<file path="src/rtl/key_beep_if.sv">
// Key/beeper bundle between the debouncer side and key_beep_ctrl.
// The master drives debounced key strobes/levels; the slave (the controller)
// drives the beeper and the granted-event report.
interface key_beep_if #(
  parameter int KEY_NUM = 4,
  parameter int IDX_W   = 3
);
  logic [KEY_NUM-1:0] key_flag;
  logic [KEY_NUM-1:0] key_value;
  logic               beep;
  logic               busy;
  logic               evt_valid;
  logic [IDX_W-1:0]   evt_key;
  logic               evt_long;

  modport master (
    output key_flag, key_value,
    input  beep, busy, evt_valid, evt_key, evt_long
  );

  modport slave (
    input  key_flag, key_value,
    output beep, busy, evt_valid, evt_key, evt_long
  );
endinterface

</file>
<file path="src/rtl/key_beep_ctrl.sv">
// Key event controller and beeper arbiter.
// Each key classifies presses as short or long and keeps one pending event;
// a single IDLE/TONE/GAP engine grants the lowest pending key, reports it for
// one cycle and plays (i+1) short tones or one 4x-long tone, each followed by
// a silent gap.
module key_beep_ctrl #(
  parameter int KEY_NUM     = 4,
  parameter int BEEP_CYCLES = 5000000,
  parameter int GAP_CYCLES  = 2500000,
  parameter int LONG_CYCLES = 50000000,
  parameter int IDX_W       = 3
) (
  input  logic       sys_clk,
  input  logic       sys_rst_n,
  key_beep_if.slave  bus
);

  localparam logic [31:0] TONE_S   = 32'(BEEP_CYCLES);
  localparam logic [31:0] TONE_L   = 32'(4 * BEEP_CYCLES);
  localparam logic [31:0] GAP_LEN  = 32'(GAP_CYCLES);
  localparam logic [31:0] HOLD_MAX = 32'(LONG_CYCLES - 1);

  typedef enum logic [1:0] {IDLE, TONE, GAP} state_t;

  state_t             state_q, state_d;
  logic [KEY_NUM-1:0] held_q, held_d;
  logic [KEY_NUM-1:0] long_fired_q, long_fired_d;
  logic [KEY_NUM-1:0] pend_q, pend_d;
  logic [KEY_NUM-1:0] pend_long_q, pend_long_d;
  logic [31:0]        hold_cnt_q [KEY_NUM];
  logic [31:0]        hold_cnt_d [KEY_NUM];
  logic [31:0]        cnt_q, cnt_d;
  logic [3:0]         tones_q, tones_d;
  logic               tone_long_q, tone_long_d;
  logic               beep_q, beep_d;
  logic               evt_valid_q, evt_valid_d;
  logic               evt_long_q, evt_long_d;
  logic [IDX_W-1:0]   evt_key_q, evt_key_d;

  logic               grant_vld;
  logic               grant_go;
  logic               grant_long;
  logic [IDX_W-1:0]   grant_idx;
  logic [KEY_NUM-1:0] grant_oh;
  logic               fire;

  // Fixed-priority pick of the lowest pending key
  always_comb begin
    grant_vld  = 1'b0;
    grant_idx  = '0;
    grant_long = 1'b0;
    grant_oh   = '0;
    for (int i = KEY_NUM - 1; i >= 0; i--) begin
      if (pend_q[i]) begin
        grant_vld   = 1'b1;
        grant_idx   = IDX_W'(i);
        grant_long  = pend_long_q[i];
        grant_oh    = '0;
        grant_oh[i] = 1'b1;
      end
    end
  end

  assign grant_go = grant_vld && (state_q == IDLE);

  // Per-key press tracking; a new event setting pend wins over the grant clear
  always_comb begin
    held_d       = held_q;
    long_fired_d = long_fired_q;
    pend_d       = pend_q;
    pend_long_d  = pend_long_q;
    hold_cnt_d   = hold_cnt_q;
    fire         = 1'b0;
    for (int i = 0; i < KEY_NUM; i++) begin
      fire = held_q[i] && !long_fired_q[i] && (hold_cnt_q[i] == HOLD_MAX);
      if (held_q[i] && (hold_cnt_q[i] != HOLD_MAX)) hold_cnt_d[i] = hold_cnt_q[i] + 32'd1;
      if (grant_go && grant_oh[i]) pend_d[i] = 1'b0;
      if (fire) begin
        pend_d[i]       = 1'b1;
        pend_long_d[i]  = 1'b1;
        long_fired_d[i] = 1'b1;
      end
      if (bus.key_flag[i] && !bus.key_value[i]) begin
        held_d[i]       = 1'b1;
        hold_cnt_d[i]   = '0;
        long_fired_d[i] = 1'b0;
      end else if (bus.key_flag[i] && held_q[i]) begin
        held_d[i] = 1'b0;
        // A release after the long event already fired produces nothing
        if (!long_fired_q[i] && !fire) begin
          pend_d[i]      = 1'b1;
          pend_long_d[i] = 1'b0;
        end
      end
    end
  end

  // Key tracker state registers
  always_ff @(posedge sys_clk or negedge sys_rst_n) begin
    if (!sys_rst_n) begin
      held_q       <= '0;
      long_fired_q <= '0;
      pend_q       <= '0;
      pend_long_q  <= '0;
      for (int i = 0; i < KEY_NUM; i++) hold_cnt_q[i] <= '0;
    end else begin
      held_q       <= held_d;
      long_fired_q <= long_fired_d;
      pend_q       <= pend_d;
      pend_long_q  <= pend_long_d;
      hold_cnt_q   <= hold_cnt_d;
    end
  end

  // Beeper FSM next state; counter runs from length-1 down to 0
  always_comb begin
    state_d     = state_q;
    cnt_d       = cnt_q;
    tones_d     = tones_q;
    tone_long_d = tone_long_q;
    beep_d      = beep_q;
    evt_valid_d = 1'b0;
    evt_key_d   = evt_key_q;
    evt_long_d  = evt_long_q;
    case (state_q)
      IDLE: begin
        beep_d = 1'b0;
        if (grant_vld) begin
          state_d     = TONE;
          beep_d      = 1'b1;
          evt_valid_d = 1'b1;
          evt_key_d   = grant_idx;
          evt_long_d  = grant_long;
          tone_long_d = grant_long;
          tones_d     = grant_long ? 4'd1 : 4'(grant_idx) + 4'd1;
          cnt_d       = (grant_long ? TONE_L : TONE_S) - 32'd1;
        end
      end
      TONE: begin
        beep_d = 1'b1;
        if (cnt_q == '0) begin
          state_d = GAP;
          beep_d  = 1'b0;
          tones_d = tones_q - 4'd1;
          cnt_d   = GAP_LEN - 32'd1;
        end else begin
          cnt_d = cnt_q - 32'd1;
        end
      end
      GAP: begin
        beep_d = 1'b0;
        if (cnt_q == '0) begin
          if (tones_q == 4'd0) begin
            state_d = IDLE;
          end else begin
            state_d = TONE;
            beep_d  = 1'b1;
            cnt_d   = (tone_long_q ? TONE_L : TONE_S) - 32'd1;
          end
        end else begin
          cnt_d = cnt_q - 32'd1;
        end
      end
      default: begin
        state_d = IDLE;
        beep_d  = 1'b0;
      end
    endcase
  end

  // Beeper FSM registers; reset silences the beeper immediately
  always_ff @(posedge sys_clk or negedge sys_rst_n) begin
    if (!sys_rst_n) begin
      state_q     <= IDLE;
      cnt_q       <= '0;
      tones_q     <= '0;
      tone_long_q <= 1'b0;
      beep_q      <= 1'b0;
      evt_valid_q <= 1'b0;
      evt_key_q   <= '0;
      evt_long_q  <= 1'b0;
    end else begin
      state_q     <= state_d;
      cnt_q       <= cnt_d;
      tones_q     <= tones_d;
      tone_long_q <= tone_long_d;
      beep_q      <= beep_d;
      evt_valid_q <= evt_valid_d;
      evt_key_q   <= evt_key_d;
      evt_long_q  <= evt_long_d;
    end
  end

  assign bus.beep      = beep_q;
  assign bus.busy      = (state_q != IDLE);
  assign bus.evt_valid = evt_valid_q;
  assign bus.evt_key   = evt_key_q;
  assign bus.evt_long  = evt_long_q;

endmodule

</file>
<file path="src/flat_wrapper.sv">
// flat-port wrapper written by rule: the top's interface ports become plain ports
module key_beep_ctrl_flat 
#(
  parameter int KEY_NUM     = 4,
  parameter int BEEP_CYCLES = 5000000,
  parameter int GAP_CYCLES  = 2500000,
  parameter int LONG_CYCLES = 50000000,
  parameter int IDX_W       = 3
)
  (sys_clk, sys_rst_n, bus_key_flag, bus_key_value, bus_beep, bus_busy, bus_evt_valid, bus_evt_key, bus_evt_long);
  key_beep_if #(.KEY_NUM(KEY_NUM), .IDX_W(IDX_W)) bus_i ();
  input  logic sys_clk;
  input  logic sys_rst_n;
  input wire logic [$bits(bus_i.key_flag)-1:0] bus_key_flag;
  input wire logic [$bits(bus_i.key_value)-1:0] bus_key_value;
  output wire logic [$bits(bus_i.beep)-1:0] bus_beep;
  output wire logic [$bits(bus_i.busy)-1:0] bus_busy;
  output wire logic [$bits(bus_i.evt_valid)-1:0] bus_evt_valid;
  output wire logic [$bits(bus_i.evt_key)-1:0] bus_evt_key;
  output wire logic [$bits(bus_i.evt_long)-1:0] bus_evt_long;
  assign bus_i.key_flag = bus_key_flag;
  assign bus_i.key_value = bus_key_value;
  assign bus_beep = bus_i.beep;
  assign bus_busy = bus_i.busy;
  assign bus_evt_valid = bus_i.evt_valid;
  assign bus_evt_key = bus_i.evt_key;
  assign bus_evt_long = bus_i.evt_long;
  key_beep_ctrl #(.KEY_NUM(KEY_NUM), .BEEP_CYCLES(BEEP_CYCLES), .GAP_CYCLES(GAP_CYCLES), .LONG_CYCLES(LONG_CYCLES), .IDX_W(IDX_W)) u_core (.sys_clk(sys_clk), .sys_rst_n(sys_rst_n), .bus(bus_i));
endmodule
</file>
<file path="config.mk">
export PLATFORM = sky130hd
export DESIGN_NAME = key_beep_ctrl_flat
export DESIGN_NICKNAME = d
export VERILOG_FILES = /design/src/rtl/key_beep_if.sv /design/src/rtl/key_beep_ctrl.sv /design/src/flat_wrapper.sv
export SDC_FILE = /design/constraint.sdc
export NUM_CORES = 1
export LEC_CHECK = 0
export CORE_ASPECT_RATIO = 0.7
export CORE_UTILIZATION = 40
export DETAILED_ROUTE_END_ITERATION = 8
export PLACE_DENSITY = 0.52
export SLEW_MARGIN = 15
export SYNTH_ARGS = -nofsm -noshare
export SYNTH_HDL_FRONTEND = slang
export SYNTH_SLANG_ARGS = --single-unit
</file>
<file path="constraint.sdc">
create_clock -name sys_clk -period 6.3 [get_ports sys_clk]
set_input_delay 1.26 -clock sys_clk [delete_from_list [all_inputs] [get_ports sys_clk]]
set_output_delay 1.26 -clock sys_clk [all_outputs]
set_load 0.01 [all_outputs]
</file>
* Word level (Yosys, flattened, before mapping)
Index checks and enable logic that the tools add are counted.
Storage, ports and cells: flip-flop bits (word level) 188, bits of input ports 10, output and inout port bits 7, logic and storage cells 205
Cells by class: add/subtract/negate cells 9, eq/ne operators 14, multiplexer cells 98, reductions and logical operators 63
Operators by type and width (number):
- $mux W32 | 12
- $add A32 B1 Y32 const B | 4
- $eq A32 B26 Y1 const B | 4
- $ne A32 B26 Y1 const B | 4
- $pmux W32 S3 | 1
- $sub A32 B1 Y32 const B | 3
- $mux W1 | 66
- $mux W25 | 2
- $logic_not A32 Y1 | 1
- $logic_and A1 B1 Y1 | 29
- $mux W4 | 7
- $reduce_bool A2 Y1 | 14
- $mux W2 | 7
- $logic_not A1 Y1 | 12
- $reduce_and A3 Y1 | 3
- $pmux W4 S2 | 1
- $ne A2 B1 Y1 const B | 3
- $pmux W2 S3 | 1
- $logic_not A4 Y1 | 1
- $sub A4 B1 Y4 const B | 1
- $add A2 B1 Y3 const B | 1
- $ne A3 B3 Y1 const B | 1
- $pmux W1 S3 | 1
- $reduce_bool A3 Y1 | 1
- other kinds (4) | 4

* Logic depth before layout (Yosys ltp)
word-level depth 11, mapped depth 9

* Worst setup path after synthesis
OpenSTA, ideal clock, no wires.
path type register -> register, from register u_core.cnt_q[0], to register u_core.cnt_q[16], setup time 121 ps, arrival time 2305 ps, slack 3874 ps, cell stages (with the launch flop) 9, path buffers 1, cells stage by stage dfrtp_1 inv_1 ha_1 or4b_4 nor3_4 nand3_2 o21a_1 buf_2 a22o_2
On the way: word-level cells in the longest chain between the ends 3
RTL lines:
- start, declared | line key_beep_ctrl.sv:32 | logic [31:0] cnt_q, cnt_d;
- start signal, assigned | line key_beep_ctrl.sv:184 | cnt_q <= cnt_d;
- $sub A32 B1 Y32 / $logic_not A32 Y1 (equally long branches)
- $mux W32 (tied with other cells) | line key_beep_ctrl.sv:152 | if (cnt_q == '0) begin
- $pmux W32 S3 / $reduce_and A3 Y1 (equally long branches)
Parallel ways exist; a longest one is shown, timed or not. A chain may end at the register's enable or synchronous reset.

* Final worst setup path
from register u_core.cnt_q[0], to register u_core.cnt_q[19]
The elaborated chain is that of the path after synthesis.

==> run summary <==
Outcome -> finished, violations left
Failing checks -> design-rule violations
Initial antenna violation count -> 0
Max incr delay on CP -> 760 ps
Gate power share -> 0.053
Synth Area in Adders -> 0.01356
Vias in the first global route -> 7,639
Worst setup margin -> 3038 ps
Pre-CTS WS -> 3102 ps
Seq cells post-synth -> 187
Worst Hold Endpoint -> u_core.bus.evt_key[0]
Crit Path Class -> reg -> reg
Mapped cell area -> 10,150 µm²
WP data arrival -> 3620 ps
Startpoint types -> register
Int Pwr -> 0.001865 W
Tot GR Track Use -> 0.1965
Syn nets -> 1,139
Commonest non-fill, non-tap cell in the layout -> dfrtp_1
Post-synthesis cell count -> 1,118
Synthesis-to-layout area growth -> 10.53%
Asr flop ratio synth -> 1.000
WHS Path Cells -> 2
Post-Route Setup TNS -> 0 ps
Post-CTS Setup Inserts -> 0
Grt ovf -> 0
Actual slew at the worst max-slew pin -> 947.7 ps
DIE WIDTH -> 192.4 µm
Clock share of power -> 0.434
Core footprint -> 24,800 µm²
Highest-count cells in the layout ignoring fill and taps -> 187 x dfrtp_1, 149 x nor2_1, 88 x nand2_1
P_leak -> 4.527 nW
Cts repair resizes -> 0
Synth Area per Inst -> 9.076 µm²
Fin. Hold Viols -> 0
Sequential area share after synthesis -> 0.4612
Routability cong. -> 0.8490
Post-Synth XOR/XNOR Area -> 0.08200
Die Y -> 135.3 µm
Wire length on met2 -> 9.261 mm
WL per Instance -> 16.08 µm
Crit. End Element -> register
Reg2Reg Capture Point -> u_core.cnt_q[19]
Post-synthesis compound-gate area fraction -> 0.1393
RSZ-0062 raised after global routing -> false
WL met1 -> 13.12 mm
Min-delay worst type -> reg -> reg
Worst hold slack -> 482.9 ps
Critical path required time -> 6650 ps
Final min period -> 3262 ps
Layout cells sized above 1 -> 0.07011
FP Rows -> 48
Diode count -> 0
Via/cell ratio -> 5.495
Unique cell type count in the Yosys netlist -> 72
Period utilisation layout -> 0.5178
Routed vias -> 8,055
H-tree levels -> 4
Worst path slowest cell -> nor3_2
Num CTS Buffers -> 17
Area after DPL -> 10,640 µm²
HPWL after DPL -> 16.15 mm
Clk sinks -> 187
Launch point of the worst reg-to-reg path -> u_core.cnt_q[0]
Main combinational cell family by area after synthesis -> simple AND/OR/NAND/NOR gates
IO Count -> 17
Top Metal Used -> met4
Sw Pwr -> 0.0006150 W
Drt total wl -> 23.57 mm
Worst slew margin -> 0.3644
Setup-failing EPs final -> 0
Post-synth top area share -> 0.4612
Switching Share -> 0.2479
Final Instance Area -> 11,220 µm²
Clock Latency Late Sink -> 440 ps
Mux cell area share after synthesis -> 0.003946
Worst path bufs/invs -> 1
Worst Skew -> 13.24 ps
Clock root cell -> clkbuf_16
CP max FO -> 9
Post-synth EDFFs -> 0
Worst min-delay path startpoint -> u_core.bus.evt_key[0]
Top post-synthesis cells by area -> dfrtp_1 46%, nor2_1 5.6%, xnor2_1 5.0%
Max-Cap Viols -> 0
Critical path cell sequence -> inv_1 -> ha_1 -> nor4b_2 -> nand3_1 -> nor3_2 -> and3_1 -> o31a_1 -> a2bb2oi_1
Largest net degree at the start of global routing -> 74
Flop2flop setup slack -> 3040 ps
YS warnings -> 0
Max clock buf depth -> 2
Reg2reg path depth -> 8
IO buf count -> 15
Total power -> 0.002480 W
Share of power burned in registers -> 0.512
Power Density -> 221.1 nW/µm²
Critical path depth -> 8
Starting density of the core -> 0.4091
Ys flop type -> dfrtp_1
Met3 wire length -> 846 µm
# nets final -> 1,149
Die ar. -> 26,020 µm²
Antenna Nets Post-Route -> 0
Simple-gate share of the synthesized area -> 0.2708
Worst VDD drop -> 0.1785 mV
Critical path's top delay family -> simple AND/OR/NAND/NOR gates
Worst-path clk slew -> 70 ps
Final Slew Violations -> 0
DRC Markers -> 6
Hold buffers post-CTS -> 0
F_max -> 306.5 MHz
First-pass GRT wire length -> 40.60 mm
TritonCTS clock tree -> yes
DR iter-0 viols -> 545
Pre-antenna DRT Iters -> 7
Post-synth top area cell -> dfrtp_1
cells by family (layout without fill, tap and decap cells):
| group | count (synthesis) | after routing |
|---|---|---|
| and+or+nand+nor | 523 | 523 |
| AOI/OAI and AO/OA | 227 | 227 |
| DFF | 187 | 187 |
| xor gates and xnor gates | 95 | 95 |
| buffers and inverters | 70 | 93 |
| adders and majority gates | 11 | 11 |
| muxes | 4 | 4 |
| other | 1 | 1 |
area by class of cell:
type                    count  area [µm²]
repair buffers             24       221.5
clock buffers              22       474.2
well taps                 325       406.6
multi-input cells         861        5190
fillers                  2417       13590
clock inverters            10       105.1
flip-flops and latches    187        4679
inverters                  37       138.9
per-stage QoR:
stage / instances / util
after CTS: 1466 / 0.4522
final: 1466 / 0.4522
after detailed placement: 1434 / 0.4288
after global routing: 1466 / 0.4522
after floorplan: 1118 / -
after global placement: 1434 / 0.4288
power by group through the flow:
stage	clock network (W)	logic, W	registers, W
after floorplan	0	0.0000827	0.00128
after global placement	0	0.000135	0.00129
after detailed placement	0	0.000137	0.00129
after CTS	0.00111	0.000137	0.00127
after global routing	0.00116	0.000155	0.00128
final	0.00108	0.000132	0.00127
worst max-delay path by stage:
stage          slack, ps            start               end
6_report            3040  u_core.cnt_q[0]  u_core.cnt_q[19]
5_1_grt             2820  u_core.cnt_q[0]   u_core.cnt_q[7]
3_3_place_gp        3170  u_core.cnt_q[0]   u_core.cnt_q[3]
2_1_floorplan       3870  u_core.cnt_q[0]  u_core.cnt_q[16]
3_5_place_dp        3100  u_core.cnt_q[0]   u_core.cnt_q[3]
4_1_cts             3090  u_core.cnt_q[0]   u_core.cnt_q[3]
metal layers:
metal  up-vias  GRT usage
li1       4040          -
met1      3852     0.3174
met2       136     0.2600
met3        27    0.03108
met4         0    0.06299
met5         -          0
state kept, by name (all words and copies together) (netlist names), 2 cells and up:
signal,count
u_core.hold_cnt_q,128
u_core.tones_q,4
u_core.bus.evt_key,2
u_core.pend_long_q,4
u_core.pend_q,4
u_core.long_fired_q,4
u_core.state_q,2
u_core.held_q,4
u_core.cnt_q,32
Yosys cell counts, types with 4 or more instances:
cell type,instances
buf_2,6
nand2b_1,11
nor3_1,42
xnor2_1,58
ha_1,11
or4_4,5
nor2_1,152
o31ai_1,11
nand4b_1,4
inv_1,37
a31oi_1,13
a21oi_1,66
o21ai_1,7
nand4_1,33
nand3_1,54
or4_1,5
xor2_1,37
or3_1,36
o21ai_0,76
and3_1,25
a21o_1,7
mux2i_1,4
dfrtp_1,187
o31a_1,7
nand2_1,88
nor4_1,21
clkbuf_1,22
a22o_1,4
and2_1,5
and4_1,8
o32a_1,4
nor2b_1,6
nor4b_1,4
nor4_2,7
o22ai_1,4
worst min-delay path, stage by stage (launching register included):
cell     delay, ps
dfrtp_1        340
nand2_1         50
o21ai_0         60
Power figures use the tool's default switching activity.
